$ cat src/rtl/branch_resolve_predict_d.sv
// Decode-stage branch resolver with a PC-indexed 2-bit counter predictor and perf counters.
// Resolution and mispredict are combinational (0 cycles); table/counter updates land on the next edge unless stalled.
module branch_resolve_predict_d #(
    parameter int         WIDTH    = 32,
    parameter int         IDX_BITS = 6,
    parameter int         CNT_W    = 16,
    parameter logic [1:0] CTR_INIT = 2'b01
) (
    input  logic             clk,
    input  logic             reset,
    input  logic [WIDTH-1:0] pc_F,
    output logic             pred_F,
    input  logic             valid_D,
    input  logic             stall_D,
    input  logic [WIDTH-1:0] pc_D,
    input  logic [2:0]       cmp_op,
    input  logic [WIDTH-1:0] rd1,
    input  logic [WIDTH-1:0] rd2,
    input  logic             pred_D,
    output logic             taken_D,
    output logic             mispredict_D,
    output logic [CNT_W-1:0] branch_cnt,
    output logic [CNT_W-1:0] miss_cnt
);
    localparam int DEPTH = 1 << IDX_BITS;

    localparam logic [2:0] OP_BEQ    = 3'd0;
    localparam logic [2:0] OP_BNE    = 3'd1;
    localparam logic [2:0] OP_BGEZ   = 3'd2;
    localparam logic [2:0] OP_BGTZ   = 3'd3;
    localparam logic [2:0] OP_BLEZ   = 3'd4;
    localparam logic [2:0] OP_BLTZ   = 3'd5;
    localparam logic [2:0] OP_BGEZAL = 3'd6;
    localparam logic [2:0] OP_RSVD   = 3'd7;

    logic [DEPTH-1:0][1:0] tbl_q, tbl_d;
    logic [CNT_W-1:0]      branch_cnt_q, branch_cnt_d;
    logic [CNT_W-1:0]      miss_cnt_q, miss_cnt_d;

    logic [IDX_BITS-1:0]   idx_f, idx_d;
    logic                  rd1_neg, rd1_zero, taken_raw, op_ok, upd;
    logic                  unused_pc_bits;

    // Word-aligned PCs: bits [1:0] and everything above the index are deliberately ignored (aliasing allowed).
    assign idx_f          = pc_F[IDX_BITS+1:2];
    assign idx_d          = pc_D[IDX_BITS+1:2];
    assign unused_pc_bits = ^{pc_F, pc_D};

    assign pred_F = tbl_q[idx_f][1];

    assign rd1_neg  = rd1[WIDTH-1];
    assign rd1_zero = (rd1 == '0);

    always_comb begin
        taken_raw = 1'b0;
        case (cmp_op)
            OP_BEQ:              taken_raw = (rd1 == rd2);
            OP_BNE:              taken_raw = (rd1 != rd2);
            OP_BGEZ, OP_BGEZAL:  taken_raw = ~rd1_neg;
            OP_BGTZ:             taken_raw = ~rd1_neg & ~rd1_zero;
            OP_BLEZ:             taken_raw = rd1_neg | rd1_zero;
            OP_BLTZ:             taken_raw = rd1_neg;
            default:             taken_raw = 1'b0;
        endcase
    end

    assign op_ok        = (cmp_op != OP_RSVD);
    assign taken_D      = valid_D & taken_raw;
    assign mispredict_D = valid_D & op_ok & (taken_D != pred_D);
    assign upd          = valid_D & ~stall_D & op_ok;

    always_comb begin
        tbl_d        = tbl_q;
        branch_cnt_d = branch_cnt_q;
        miss_cnt_d   = miss_cnt_q;
        if (upd) begin
            if (taken_D) begin
                if (tbl_q[idx_d] != 2'b11)
                    tbl_d[idx_d] = tbl_q[idx_d] + 2'b01;
            end else begin
                if (tbl_q[idx_d] != 2'b00)
                    tbl_d[idx_d] = tbl_q[idx_d] - 2'b01;
            end
            if (branch_cnt_q != '1)
                branch_cnt_d = branch_cnt_q + CNT_W'(1);
            if (mispredict_D && (miss_cnt_q != '1))
                miss_cnt_d = miss_cnt_q + CNT_W'(1);
        end
    end

    always_ff @(posedge clk or posedge reset) begin
        if (reset) begin
            tbl_q        <= {DEPTH{CTR_INIT}};
            branch_cnt_q <= '0;
            miss_cnt_q   <= '0;
        end else begin
            tbl_q        <= tbl_d;
            branch_cnt_q <= branch_cnt_d;
            miss_cnt_q   <= miss_cnt_d;
        end
    end

    assign branch_cnt = branch_cnt_q;
    assign miss_cnt   = miss_cnt_q;

endmodule

$ cat config.mk
export PLATFORM = sky130hd
export DESIGN_NAME = branch_resolve_predict_d
export DESIGN_NICKNAME = d
export VERILOG_FILES = /design/src/rtl/branch_resolve_predict_d.sv
export SDC_FILE = /design/constraint.sdc
export NUM_CORES = 1
export LEC_CHECK = 0
export CORE_ASPECT_RATIO = 1.75
export CORE_MARGIN = 2
export CORE_UTILIZATION = 48
export DETAILED_ROUTE_END_ITERATION = 16
export GPL_TIMING_DRIVEN = 0
export PLACE_DENSITY = 0.86
export SLEW_MARGIN = 20
export SYNTH_ARGS = -nofsm -noshare
export SYNTH_HDL_FRONTEND = slang
export SYNTH_SLANG_ARGS = --single-unit
$ cat constraint.sdc
create_clock -name clk -period 5.8 [get_ports clk]
set_clock_uncertainty 0.2 [all_clocks]
set_input_delay 1.45 -clock clk [delete_from_list [all_inputs] [get_ports clk]]
set_output_delay 1.45 -clock clk [all_outputs]
set_load 0.05 [all_outputs]
* After elaboration in Yosys (flattened, before gate mapping)
Index checks and enable logic that the tools add are counted.
** Operators by class
- Add/sub/neg operators :: 4
- Order comparisons :: 3
- Equal/unequal tests :: 14
- Muxes and demuxes :: 12
- Bitwise operators :: 10
- Reduce and logical (&&, ||, !) cells :: 10
** Operator list (number)
- 2-to-1 mux 128 bit :: 3
- bitwise mux 128 bit :: 2
- adder 16 x 1 -> 16 bit, second input constant :: 2
- equality test 32 bit :: 1
- zero test 32 bit :: 1
- inequality test 16 bit, second input constant :: 2
- inequality test 32 bit :: 1
- binary-select mux 2 bit (select 6 bit) :: 2
- < comparator 6 x 7 -> 1 bit, second input constant :: 2
- demux 2 bit (select 6 bit) :: 1
- equality test 3 bit, second input constant :: 3
- AND 1 bit :: 6
- equality test 3 x 2 -> 1 bit, second input constant :: 2
- greater-or-equal comparator 6 x 1 -> 1 bit, second input constant :: 1
- 2-to-1 mux 2 bit :: 3
- case mux 1 bit (6 select lines) :: 1
- AND reduction 2 bit :: 2
- nonzero test 2 bit :: 2
- equality test 3 x 1 -> 1 bit, second input constant :: 1
- zero test 3 bit :: 1
- inequality test 3 bit, second input constant :: 1
- NOT 1 bit :: 3
- AND reduction 3 bit :: 1
- adder 2 x 1 -> 2 bit, second input constant :: 1
- 7 further kinds :: 8
** Storage, ports and cells
- Flip-flop bits (word level) :: 160
- Output and inout bits :: 35

* Logic depth before layout (Yosys ltp)
- Depth after elaboration :: 9
- Mapped depth :: 19
- Depth with buffers taken out :: 13

* Worst setup path before layout
No wires, ideal clock.
- Path kind :: in2out
- Start :: input pc_F[2]
- End :: output pred_F
- Data arrival time :: 3.990 ns
- Data required time :: 4.150 ns
- Path slack :: 0.160 ns
- Cell stages on the path :: 5
- Path buffers :: 2
- Path through :: clkbuf_1 -> buf_1 -> mux4_2 -> mux4_2 -> mux4_2
** On the way
- Word-level cells in the longest chain between the ends :: 2
** RTL lines
- start: declaration :: line 11 : input logic [WIDTH-1:0] pc_F,
- binary-select mux 2 bit (select 6 bit) :: line 49 : assign pred_F = tbl_q[idx_f][1];
- 2-to-1 mux 2 bit (not written as such) :: line 49
- end: declaration :: line 12 : output logic pred_F,
Every way passes these cells. The select of a mux whose other input is x is not followed.

* Final worst setup path
- Start :: input pc_D[4]
- End :: register tbl_q[47] in the netlist's numbering
** On the way
- Word-level cells in the longest chain between the ends :: 7
- Elaborated cells on any way between the ends :: 19
** RTL lines
- start: declaration :: line 15 : input logic [WIDTH-1:0] pc_D,
- parallel branches: the longest is 7 deep, another holds subtractor 2 x 1 -> 2 bit
- end signal: assignment :: line 93 : tbl_q <= {DEPTH{CTR_INIT}};
- end signal: assignment :: line 97 : tbl_q <= tbl_d;
- end: declaration :: line 36 : logic [DEPTH-1:0][1:0] tbl_q, tbl_d;
Several ways; the timed one is not identified. The select of a mux whose other input is x is not followed.
A chain may end at the register's enable or synchronous reset.

==> flow_summary.ini <==
[status]
status = completed

[sta]
timing.fmax_mhz = 174
period_needed_ns = 5.74
rsz0062_at_grt = false
slew_viol_final = 0
whs_ns = 0.293
fin_crit_sh_pct = 98.9
slew_headroom_pct = 19.1
setup_viol = 0
setup_slack_ns = 0.0623
tightest_slew_ns = 1.21
final_hold_viol_count = 0

[routing]
drt_wl_total_um = 26900
drc = 0
vias_per_cell = 6.45
drt_iter0_markers = 503
via_count = 7347
wire_per_inst_um = 23.6
ant_nets = 0
drt-pass1-iter-count = 5

[worst_setup_path]
path_class = primary input to flop
r2r_slack_ns = 1.68
critical_path.most_common_cell = buf_2
crit_buf_inv = 4
worstPathCellList = dlygate4sd2_1 > buf_2 > nand2_1 > nor2_1 > clkbuf_1 > a22o_1 > a221oi_1 > a31oi_1 > o21bai_1 > and3_1 > ha_1 > nor2_2 > mux2i_2 > buf_2 > nor4_4 > mux2_2
worstRegToRegCells = 14
crit-reg2reg-capture = tbl_q[47]
crit_fanout = 10
slowest_stage = clkbuf_1
critPathMaxStageDelay_ns = 0.64
cp_top_family = buffers and inverters
crit_path_end_kind = flop
required_ns = 5.92
arrival_ns = 5.85
setup.worst_path.start_class = primary input

[synthesis]
synth_cell_types = 60
synth_top_family_by_area = multiplexers
ys_seq_elements = 160
async_flop_share_pct = 100
synth_compound_area_share_pct = 6.94
synth_top_area_share_pct = 26.2
synth_edf_count = 0
yosysTopAreaCell = dfrtp_1
synth_cells = 749
synth_xor_xnor_area_share_pct = 6.12
synthMuxAreaShare_pct = 21.6
synth_adder_area_share_pct = 0.546
ys_dominant_reg_cell = dfrtp_1
yosysWarnings = 0
ys_top_cells_by_area = dfrtp_1, dfstp_2, mux2_2
synthSimpleGateAreaFrac_pct = 17.1
avgSynthCellArea_um2 = 12.2
synth_seq_area_share_pct = 44.6
syn_nets = 889
netlist_area_um2 = 9160

[cts]
clk_latency_ns = 0.43
clock-root-buffer = clkbuf_16
path_clk_slew_ns = 0.06
cts.sinks = 160
cts_hold_buf = 0
cts_max_level = 4
numCtsBuffers = 17
cts.path.max_buffers = 2
cts_tree = built

[final_layout]
area_growth_pct = 25.7
final_nets = 1028
multiInputGateArea_um2 = 4950
fill_cells = 1477
diodes = 0
drive_above_1_share_pct = 31.7
ff_latch_area_um2 = 4080

[placement]
place_ws_ns = -1.05
io_buffers = 114
hpwl_um = 20200
gp_congestion = 0.961

[power_and_ir_drop]
power_switching_w = 0.00102
p_clk_share_pct = 34.4
power.leakage_nw = 4.69
ir_worst_vdd_mv = 0.221
power_frac_comb_pct = 24.0
p_int_w = 0.00228
switching_share_pct = 30.9
power.density_nw_per_um2 = 286
seqPwrFrac_pct = 41.6

[grt]
grt_pass1_wl_um = 41900
grt_overflow = 0
antenna_found_initial = 0
grt_pass1_vias = 7768
grt_max_degree = 35
track_usage_pct = 27.7

[die]
core_area_um2 = 18700
ios = 171
num_rows = 66
dieArea_um2 = 20300
start_util_pct = 49.1
die_width_um = 108
dieHeight_um = 187

[min_path]
hold_path_depth = 1
min_to = branch_cnt[8]
hp-class = flop to flop
min_from = branch_cnt[8]

[job]
drv_cap = 0
## placed cells by master, fill, tap and decap left out, types with 25 or more instances in the layout
| cell type | n |
|---|---|
| clkdlybuf4s50_1 | 109 |
| xnor2_1 | 26 |
| clkbuf_1 | 25 |
| dfrtp_1 | 96 |
| nor2_1 | 30 |
| nand4_1 | 35 |
| mux2_2 | 85 |
| xor2_1 | 36 |
| dfstp_2 | 64 |
| mux2_1 | 45 |
## per-stage QoR
| step | power (W) | std cells | area [um^2] | util [%] | TNS (ns) |
|---|---|---|---|---|---|
| floorplan | 0.00184 | 749 | 9170 | - | 0 |
| global route | 0.00341 | 1139 | 11500 | 61.7 | 0 |
| CTS | 0.00329 | 1138 | 11400 | 61.2 | 0 |
| finish | 0.00330 | 1139 | 11500 | 61.7 | 0 |
| detailed placement | 0.00215 | 1106 | 10700 | 57.4 | -75.74 |
| global placement | 0.00212 | 1101 | 10600 | 56.8 | -67.18 |
## power groups by stage
stage                     clock network [W]  registers, W  logic, W
after floorplan                           0       0.00147  0.000367
after global placement                    0       0.00138  0.000738
after detailed placement                  0       0.00138  0.000762
after CTS                           0.00114       0.00137  0.000777
after global routing                0.00119       0.00139  0.000836
final                               0.00113       0.00137  0.000792
## worst max path at each step
stage	start	to	cells past startpoint
floorplan	pc_F[2]	pred_F	5
global placement	rd1[15]	mispredict_D	10
detailed placement	rd1[15]	mispredict_D	10
CTS	rd1[22]	mispredict_D	10
global route	rd1[31]	taken_D	7
finish	pc_D[4]	tbl_q[47]	16
## area by class of cell
cell class              count  share of cell area [%]
well taps                 238                    2.59
plain buffers              53                    2.74
repair buffers            120                    10.9
inverters                   5                   0.196
clock inverters             7                   0.978
multi-input cells         531                    43.0
clock buffers              25                    4.13
flip-flops and latches    160                    35.5
## layer usage
metal | vias up | track usage [%] | wire length, um
li1 | 3142 | - | -
met1 | 3602 | 27.6 | 8230
met2 | 452 | 48.0 | 14100
met3 | 151 | 7.09 | 2240
met4 | 0 | 21.0 | 2370
met5 | - | 0 | 0
## what timing repair did
action | 4_1_cts | 5_1_grt
setup buffers | 0 | 1
gates resized for setup | 39 | 21
endpoints found under the setup margin | 112 | 124
pin swaps | 0 | 9
## synth_stat cells (all sizes together) (2+ instances only)
| master | number |
|---|---|
| a21oi | 2 |
| a221oi | 5 |
| a22o | 5 |
| a22oi | 24 |
| a31oi | 4 |
| and2 | 4 |
| and3 | 8 |
| and4 | 2 |
| buf | 29 |
| clkbuf | 24 |
| dfrtp | 96 |
| dfstp | 64 |
| ha | 4 |
| inv | 5 |
| mux2 | 132 |
| mux4 | 21 |
| nand2 | 24 |
| nand2b | 10 |
| nand3 | 25 |
| nand3b | 3 |
| nand4 | 35 |
| nor2 | 31 |
| nor2b | 3 |
| nor3 | 18 |
| nor4 | 42 |
| o21a | 2 |
| o21ai | 7 |
| o221ai | 4 |
| o22a | 4 |
| o22ai | 23 |
| o41ai | 2 |
| or2 | 4 |
| or3 | 8 |
| or4 | 2 |
| xnor2 | 27 |
| xor2 | 37 |
## cell families (layout without fill, tap and decap cells)
family,count (synthesis),after routing
xor+xnor,64,64
mux,154,154
buf+inv,58,210
compound gates,88,88
simple gates,221,221
fa+ha+maj,4,4
flops,160,160
Power figures use the tool's default switching activity.
